`src/rtl/operand_streamer_pkg.sv`:
```
// Shared accelerator definitions: streamer FSM states and the constants that
// size a triple transfer (words per triple, fetch phase counter).
package operand_streamer_pkg;

    typedef enum logic [1:0] {
        ST_IDLE    = 2'd0,
        ST_FETCH   = 2'd1,
        ST_PRESENT = 2'd2,
        ST_FINISH  = 2'd3
    } stream_state_e;

    // Words making up one operand triple.
    localparam int TRIPLE_WORDS = 3;

    // A fetch is three reads plus one trailing cycle to capture the last word.
    localparam int FETCH_CYCLES = 4;
    localparam int PHASE_WIDTH  = 2;

    localparam logic [PHASE_WIDTH-1:0] LAST_READ_PHASE  = PHASE_WIDTH'(TRIPLE_WORDS - 1);
    localparam logic [PHASE_WIDTH-1:0] LAST_FETCH_PHASE = PHASE_WIDTH'(FETCH_CYCLES - 1);

endpackage

```
`src/rtl/operand_streamer.sv`:
```
// Operand streamer: reads consecutive 3-word groups from a synchronous memory
// and presents each group as a triple on a valid/ready output.
module operand_streamer
    import operand_streamer_pkg::*;
#(
    parameter int IO_DATA_WIDTH      = 16,
    parameter int LOG2_OF_MEM_HEIGHT = 20,
    parameter int COUNT_WIDTH        = 20
) (
    input  logic                          clk,
    input  logic                          rst_in,
    input  logic                          start,
    input  logic [LOG2_OF_MEM_HEIGHT-1:0] base_addr,
    input  logic [COUNT_WIDTH-1:0]        nb_triples,
    output logic                          mem_re,
    output logic [LOG2_OF_MEM_HEIGHT-1:0] mem_read_addr,
    input  logic [IO_DATA_WIDTH-1:0]      mem_qout,
    output logic [IO_DATA_WIDTH-1:0]      out0,
    output logic [IO_DATA_WIDTH-1:0]      out1,
    output logic [IO_DATA_WIDTH-1:0]      out2,
    output logic                          out_valid,
    input  logic                          out_ready,
    output logic                          running,
    output logic                          done
);

    localparam int AW = LOG2_OF_MEM_HEIGHT;
    localparam int DW = IO_DATA_WIDTH;
    localparam int CW = COUNT_WIDTH;

    stream_state_e          state_reg, state_next;
    logic [PHASE_WIDTH-1:0] phase_reg;
    logic [AW-1:0]          addr_reg;       // address of the current triple
    logic [AW-1:0]          last_rd_reg;    // last address driven with mem_re
    logic [CW-1:0]          count_reg;      // triples still to hand over
    logic [DW-1:0]          slot_reg [TRIPLE_WORDS];

    logic          accept_start;
    logic          handshake;
    logic          last_triple;
    logic          in_fetch;
    logic [AW-1:0] issue_addr;

    assign accept_start = (state_reg == ST_IDLE) && start;
    assign handshake    = (state_reg == ST_PRESENT) && out_ready;
    assign last_triple  = (count_reg == CW'(1));
    assign in_fetch     = (state_reg == ST_FETCH);
    // Wraps naturally at the address width.
    assign issue_addr   = addr_reg + AW'(phase_reg);

    // State register.
    always_ff @(posedge clk) begin
        if (rst_in) begin
            state_reg <= ST_IDLE;
        end else begin
            state_reg <= state_next;
        end
    end

    // Next-state logic.
    always_comb begin
        state_next = state_reg;
        case (state_reg)
            ST_IDLE: begin
                if (start) begin
                    state_next = (nb_triples != '0) ? ST_FETCH : ST_FINISH;
                end
            end
            ST_FETCH: begin
                if (phase_reg == LAST_FETCH_PHASE) begin
                    state_next = ST_PRESENT;
                end
            end
            ST_PRESENT: begin
                if (out_ready) begin
                    state_next = last_triple ? ST_FINISH : ST_FETCH;
                end
            end
            ST_FINISH: begin
                state_next = ST_IDLE;
            end
            default: begin
                state_next = ST_IDLE;
            end
        endcase
    end

    // Output decode: strobes depend on state (and fetch phase) only.
    always_comb begin
        mem_re    = 1'b0;
        out_valid = 1'b0;
        done      = 1'b0;
        running   = (state_reg != ST_IDLE);
        case (state_reg)
            ST_FETCH:   mem_re    = (phase_reg <= LAST_READ_PHASE);
            ST_PRESENT: out_valid = 1'b1;
            ST_FINISH:  done      = 1'b1;
            default:    ;
        endcase
    end

    // While reading, the address is the triple base plus phase; otherwise the
    // last issued address is held so the memory port does not toggle.
    assign mem_read_addr = mem_re ? issue_addr : last_rd_reg;

    // Fetch phase counter: counts through the four fetch cycles.
    always_ff @(posedge clk) begin
        if (rst_in) begin
            phase_reg <= '0;
        end else if (in_fetch) begin
            phase_reg <= phase_reg + PHASE_WIDTH'(1);
        end else begin
            phase_reg <= '0;
        end
    end

    // Job bookkeeping: triple address, remaining count and held read address.
    always_ff @(posedge clk) begin
        if (rst_in) begin
            addr_reg    <= '0;
            count_reg   <= '0;
            last_rd_reg <= '0;
        end else begin
            if (accept_start) begin
                addr_reg  <= base_addr;
                count_reg <= nb_triples;
            end else if (handshake) begin
                addr_reg  <= addr_reg + AW'(TRIPLE_WORDS);
                count_reg <= count_reg - CW'(1);
            end
            if (mem_re) begin
                last_rd_reg <= issue_addr;
            end
        end
    end

    // Word capture: the word read in phase k arrives in phase k+1. Reset
    // returns the FSM to IDLE, so a read in flight at reset is dropped.
    always_ff @(posedge clk) begin
        if (rst_in) begin
            for (int k = 0; k < TRIPLE_WORDS; k++) begin
                slot_reg[k] <= '0;
            end
        end else if (in_fetch) begin
            for (int k = 0; k < TRIPLE_WORDS; k++) begin
                if (phase_reg == PHASE_WIDTH'(k + 1)) begin
                    slot_reg[k] <= mem_qout;
                end
            end
        end
    end

    assign out0 = slot_reg[0];
    assign out1 = slot_reg[1];
    assign out2 = slot_reg[2];

endmodule

```
`config.mk`:
```
export PLATFORM = sky130hd
export DESIGN_NAME = operand_streamer
export DESIGN_NICKNAME = d
export VERILOG_FILES = /design/src/rtl/operand_streamer_pkg.sv /design/src/rtl/operand_streamer.sv
export SDC_FILE = /design/constraint.sdc
export NUM_CORES = 1
export LEC_CHECK = 0
export ABC_AREA = 1
export CAP_MARGIN = 5
export CORE_ASPECT_RATIO = 1.2
export CORE_MARGIN = 5
export CORE_UTILIZATION = 30
export CTS_CLUSTER_SIZE = 10
export DETAILED_ROUTE_END_ITERATION = 10
export PLACE_DENSITY = 0.6
export SKIP_CTS_REPAIR_TIMING = 1
export SLEW_MARGIN = 10
export SYNTH_ARGS = -nofsm -noshare
export SYNTH_HDL_FRONTEND = slang
export SYNTH_SLANG_ARGS = --single-unit
```
`constraint.sdc`:
```
create_clock -name clk -period 3 [get_ports clk]
set_input_delay 0.45 -clock clk [delete_from_list [all_inputs] [get_ports clk]]
set_output_delay 0.45 -clock clk [all_outputs]
set_load 0.005 [all_outputs]
```
==> flow_metrics.py, run 1 <==
metrics = {
    "power_and_ir_drop": {
        "power.density_nw_per_um2": 549.6,
        "power_leakage_uw": 0.003191,
        "peakVddDrop_mv": 0.2931,
        "power_uw": 4236,
    },
    "hold_path": {
        "hold_path_end": "last_rd_reg[5]$_SDFF_PP0_",
        "holdPathStages": 2,
        "holdCritStartpoint": "last_rd_reg[5]$_SDFF_PP0_",
        "hold_path_class": "flop to flop",
    },
    "synth": {
        "synthDistinctLibCells": 40,
        "yosys-top-cells-area": "edfxtp_1 (25%), dfxtp_1 (22%), nand2_1 (11%), inv_1 (7.3%), nor2_1 (5.8%)",
        "synth-warning-count": 0,
        "synthMostInstantiatedCell": "nand2_1",
        "syn_inst": 740,
        "syn-num-nets": 809,
        "synth_edf_count": 48,
        "synthArstFlopShare": 0,
        "yosys.area.top_type": "edfxtp_1",
        "yosysSeqAreaShare": 0.4708,
        "yosysTopAreaCellShare": 0.2492,
        "avgSynthCellArea_um2": 7.815,
        "synth_seq_cells": 112,
        "yosys-top-cells-count": "nand2_1 (164), inv_1 (112), nor2_1 (90)",
        "netlist_area_um2": 5783,
        "ys.flop_type": "dfxtp_1",
    },
    "place": {
        "globalplace.congestion": 0.8657,
        "dp_hpwl_um": 12060,
        "io_buffers": 131,
        "dp.cells": 1111,
    },
    "global_route": {
        "grt_max_degree": 56,
        "antenna_found_initial": 0,
        "grt_pass1_wl_um": 25680,
        "gr-total-overflow": 0,
        "grt_usage": 0.1467,
        "grt_pass1_vias": 4982,
    },
    "worst_setup_path": {
        "path_buf_inv": 2,
        "cp-start-kind": "flop",
        "r2r_slack_ns": 1.13,
        "worstReg2RegEnd": "last_rd_reg[14]$_SDFF_PP0_",
        "worstSetupPathType": "flop to output pin",
        "cp_slowest_cell": "clkdlybuf4s50_1",
        "required_ns": 2.55,
        "timing.rr.start": "phase_reg[0]$_SDFF_PP0_",
        "crit_path_max_incr_delay_ns": 0.49,
        "critPathCaptureType": "output pin",
        "reg2regPathDepth": 10,
        "arrival_ns": 2.48,
        "crit_family": "adder cells",
        "crit_path_max_fanout": 4,
        "cp_cell_sequence": "ha_2, inv_1, fa_2, nor2_4, nand2_2, nor2_4, xor2_1, nand2_1, nand2_1, clkdlybuf4s50_1",
    },
    "status": {
        "status": "complete, no violations",
    },
    "die": {
        "die_y_um": 162.1,
        "row_count": 55,
        "pin_count": 132,
        "die_w_um": 136.7,
        "initial_core_util": 0.3056,
        "die_area_um2": 22170,
        "core_area_um2": 18920,
    },
    "final_layout": {
        "nFillCells": 1966,
        "largest_reg_flops": 48,
        "layoutNonFillerInstCount": 1132,
        "syn2layout_area_growth_pct": 33.28,
        "nets": 940,
        "drive_gt1_frac": 0.08562,
        "num_antenna_cells": 0,
    },
    "timing": {
        "hold_ws_ns": 0.4736,
        "period_share": 0.9762,
        "period_needed_ns": 2.929,
        "setup_viol": 0,
        "fmax_ghz": 0.3415,
        "fin_skew_ns": 0.007745,
        "drv_slew": 0,
        "slew_headroom": 0.5006,
        "rsz0062_at_grt": "yes",
        "tightest_slew_ns": 0.7473,
        "hold_violations": 0,
    },
    "clock_network": {
        "path_clk_slew_ns": 0.07,
        "root_buffer": "clkbuf_16",
        "clock_path_buffers": 2,
        "htree_levels": 3,
        "clk_latency_ns": 0.35,
        "clock_sinks": 112,
        "cts_made_buffers": 9,
        "cts_tree": "done",
    },
    "route": {
        "drc_errors": 0,
        "first_iter_violations": 249,
        "avgViaCountPerCell": 4.519,
        "antenna_left": 0,
        "vias": 5115,
        "wl_per_cell_um": 14.25,
        "routed_wirelength_um": 16130,
        "drt_first_pass_iters": 4,
    },
    "job": {
        "max_cap_viol_count": 0,
    },
}
## power breakdown
part           total [uW]  internal, uW  switching (uW)
Sequential           1830          1720             112
Combinational        1150           497             655
Clock                1250           667             585
## through the flow
step                      utilization  setup slack [ns]  instance area (um^2)  setup TNS (ns)
final                          0.4073           0.07136                  7707               0
after CTS                      0.4032           -0.1859                  7630         -0.5139
after floorplan                     -            0.7397                  5783               0
after global routing           0.4073           -0.1183                  7707         -0.1344
after global placement         0.3868            0.2281                  7320               0
after detailed placement       0.3868            0.2106                  7320               0
## per-layer routing
layer	GRT usage	vias up	wire length, um
met2	0.2491	142	7814
li1	-	2642	-
met4	0.04583	0	214
met5	0	-	0
met3	0.03005	12	1137
met1	0.1859	2319	6961
## worst max path at each step
stage                              startpoint                   endpoint  slack [ns]  depth (start not counted)
floorplan           state_reg[0]$_SDFFE_PP0P_  slot_reg[0][32]$_DFFE_PP_        0.74                          4
detailed placement   addr_reg[0]$_SDFFE_PP0P_          mem_read_addr[14]        0.21                         10
finish                phase_reg[0]$_SDFF_PP0_          mem_read_addr[14]        0.07                         10
CTS                  addr_reg[0]$_SDFFE_PP0P_          mem_read_addr[14]       -0.19                         10
global route         addr_reg[0]$_SDFFE_PP0P_          mem_read_addr[14]       -0.12                         10
global placement     addr_reg[0]$_SDFFE_PP0P_          mem_read_addr[14]        0.23                         10
## worst reg2reg max path: cells and delay by family (launching register included)
family | cells | cell delay [ns]
xor+xnor | 1 | 0.17
buf+inv | 2 | 0.19
flops | 1 | 0.35
simple gates | 4 | 0.47
compound gates | 1 | 0.09
fa+ha+maj | 2 | 0.54
## cells in the final DEF (no fill, tap or decap), drive strengths merged, types with 3 or more instances in the layout
master	instances
clkdlybuf4s50	128
a211oi	4
inv	120
edfxtp	48
o22ai	7
dfxtp	64
nor3	6
nor2	103
nand2	175
clkbuf	9
a221oi	3
buf	14
nand3	48
a31oi	16
or2	5
ha	8
a21oi	31
xnor2	6
xor2	16
o21ai	41
and2	4
nand4	6
## final cells by class
class                   instances  area (um^2)  area share
well taps                     256        320.3     0.04156
multi-input cells             488         2506      0.3252
inverters                     116        437.9     0.05682
repair buffers                144         1409      0.1828
flip-flops and latches        112         2724      0.3534
clock buffers                   9        225.2     0.02922
clock inverters                 7        85.08     0.01104
## cell families (layout without fill, tap and decap cells)
| kind of cell | after synthesis | after routing | synth area share |
|---|---|---|---|
| buffers and inverters | 140 | 276 | 0.1021 |
| AND/OR/NAND/NOR | 349 | 349 | 0.2657 |
| XOR/XNOR | 22 | 22 | 0.03332 |
| AO/OA/AOI/OAI | 108 | 108 | 0.1073 |
| flip-flops | 112 | 112 | 0.4708 |
| adder cells (fa/ha/maj) | 9 | 9 | 0.02077 |
Power figures use the tool's default switching activity.
==> run 2, diff against run 1 <==
==> constraint.sdc (replaced) <==
create_clock -name clk -period 3.7 [get_ports clk]
set_input_delay 0.555 -clock clk [delete_from_list [all_inputs] [get_ports clk]]
set_output_delay 0.555 -clock clk [all_outputs]
set_load 0.005 [all_outputs]
==> flow_metrics.py, run 2 (synthesis gave the netlist of run 1 again) <==
metrics = {
    "status": {
        "status": "complete, no violations",
    },
    "global_route": {
        "grt_pass1_wl_um": 24980,
        "grt_max_degree": 56,
        "antenna_found_initial": 0,
        "grt_usage": 0.1431,
        "gr-total-overflow": 0,
        "grt_pass1_vias": 4904,
    },
    "die": {
        "die_area_um2": 22170,
        "die_w_um": 136.7,
        "core_area_um2": 18920,
        "die_y_um": 162.1,
        "initial_core_util": 0.3056,
        "row_count": 55,
        "pin_count": 132,
    },
    "worst_setup_path": {
        "cp_cell_sequence": "ha_1, inv_1, fa_1, nor2_4, nand2_2, nor2_2, xor2_1, nand2_1, nand2_1, clkdlybuf4s50_1",
        "crit_family": "simple AND/OR/NAND/NOR gates",
        "crit_path_max_fanout": 5,
        "crit_path_max_incr_delay_ns": 0.50,
        "path_buf_inv": 2,
        "cp-start-kind": "flop",
        "cp_slowest_cell": "clkdlybuf4s50_1",
        "required_ns": 3.14,
        "crit_start": "phase_reg[0]$_SDFF_PP0_",
        "timing.rr.start": "phase_reg[0]$_SDFF_PP0_",
        "worstSetupPathType": "flop to output pin",
        "arrival_ns": 2.78,
        "critPathCaptureType": "output pin",
        "worst_path_most_repeated_cell": "nand2_1",
    },
    "place": {
        "dp_hpwl_um": 11920,
        "io_buffers": 131,
        "dpl_worst_slack_ns": 0.7150,
        "globalplace.congestion": 0.8678,
    },
    "timing": {
        "fin_skew_ns": 0.008408,
        "tightest_slew_ns": 0.7693,
        "hold_ws_ns": 0.4752,
        "drv_slew": 0,
        "hold_violations": 0,
        "slew_headroom": 0.4859,
        "fmax_ghz": 0.3003,
        "finalWorstSetupSlack_ns": 0.3696,
        "rsz0062_at_grt": "no",
        "setup_viol": 0,
        "tns_ns": 0,
        "period_needed_ns": 3.330,
        "period_share": 0.9001,
    },
    "final_layout": {
        "layout_common_cells": "nand2_1 (164), clkdlybuf4s50_1 (130), inv_1 (112)",
        "num_antenna_cells": 0,
        "nFillCells": 1957,
        "drive_gt1_frac": 0.06690,
        "nets": 931,
        "largest_reg_flops": 48,
        "final_common_cell": "nand2_1",
        "syn2layout_area_growth_pct": 31.05,
    },
    "clock_network": {
        "clock_path_buffers": 2,
        "cts_tree": "done",
        "htree_levels": 3,
        "root_buffer": "clkbuf_16",
        "path_clk_slew_ns": 0.08,
        "cts_made_buffers": 9,
        "clock_sinks": 112,
        "clk_latency_ns": 0.35,
    },
    "job": {
        "max_cap_viol_count": 0,
    },
    "hold_path": {
        "hold_path_class": "flop to flop",
        "holdCritStartpoint": "last_rd_reg[5]$_SDFF_PP0_",
    },
    "route": {
        "first_iter_violations": 332,
        "avgViaCountPerCell": 4.540,
        "drt_first_pass_iters": 4,
        "drc_errors": 0,
        "wl_per_cell_um": 14.17,
        "vias": 5098,
        "antenna_left": 0,
        "routed_wirelength_um": 15910,
    },
    "power_and_ir_drop": {
        "peakVddDrop_mv": 0.2951,
        "power.density_nw_per_um2": 439.9,
        "power_leakage_uw": 0.003097,
    },
}
run 2: cell types whose count changed in the layout (fill, tap and decap cells not counted), moves of 2 or more:
| cell | before | now |
|---|---|---|
| dlymetal6s2s_1 | 2 | 0 |
| buf_4 | 13 | 4 |
| nand2_1 | 162 | 164 |
| o21ai_2 | 3 | 1 |
| o21ai_0 | 34 | 36 |
| clkinv_4 | 2 | 4 |
| nand2_2 | 10 | 8 |
| clkdlybuf4s50_1 | 128 | 130 |
run 2: final timing paths:
path	endpoint	slack [ns]	cells after the start
setup / recovery	mem_read_addr[14]	0.37	10
setup reg to reg	last_rd_reg[14]$_SDFF_PP0_	1.66	9
hold / removal	last_rd_reg[5]$_SDFF_PP0_	0.48	2
hold reg to reg	last_rd_reg[5]$_SDFF_PP0_	0.48	2
run 2: worst min-delay path, stage by stage, from the launching register on:
cell,delay [ns]
dfxtp_1,0.30
nand2_1,0.07
a21oi_1,0.06
run 2: area by class of cell:
cell class | instances | area [um^2] | area share
tap | 256 | 320.3 | 0.04227
inverter | 116 | 435.4 | 0.05745
timing repair buffer | 135 | 1336 | 0.1763
clock inverter | 7 | 63.81 | 0.008420
clock buffer | 9 | 225.2 | 0.02972
multi-input combinational | 488 | 2475 | 0.3266
sequential | 112 | 2723 | 0.3593
run 2: stage by stage:
step	utilization	power, uW	cell area, um^2	cells
after global placement	0.3852	2423	7289	1107
after floorplan	-	2079	5783	740
final	0.4005	3334	7579	1123
after CTS	0.4005	3380	7579	1123
after global routing	0.4005	3550	7579	1123
after detailed placement	0.3852	2429	7289	1107
run 2: where the power goes:
group / switching (uW) / total, uW / internal, uW / leakage, uW
logic: 523 / 906 / 384 / 0.00193
registers: 90.6 / 1480 / 1390 / 0.00102
clock network: 471 / 943 / 472 / 0.000142
total: 1080 / 3330 / 2250 / 0.00310
run 2: routing by layer:
metal	wire (um)	track usage	up-vias
li1	-	-	2614
met1	6887	0.1730	2330
met2	7784	0.2545	140
met3	988	0.02385	14
met4	250	0.04950	0
met5	0	0	-
==> run 3, diff against run 2 <==
--- a/config.mk
+++ b/config.mk
@@ -10,6 +10,7 @@
 export CORE_ASPECT_RATIO = 1.2
 export CORE_MARGIN = 5
 export CORE_UTILIZATION = 30
+export CTS_BUF_LIST = sky130_fd_sc_hd__clkbuf_16
 export CTS_CLUSTER_SIZE = 10
 export DETAILED_ROUTE_END_ITERATION = 10
 export PLACE_DENSITY = 0.6
==> results of run 3 <==
Same layout as run 2: the final DEF is identical, and so are final timing and power.
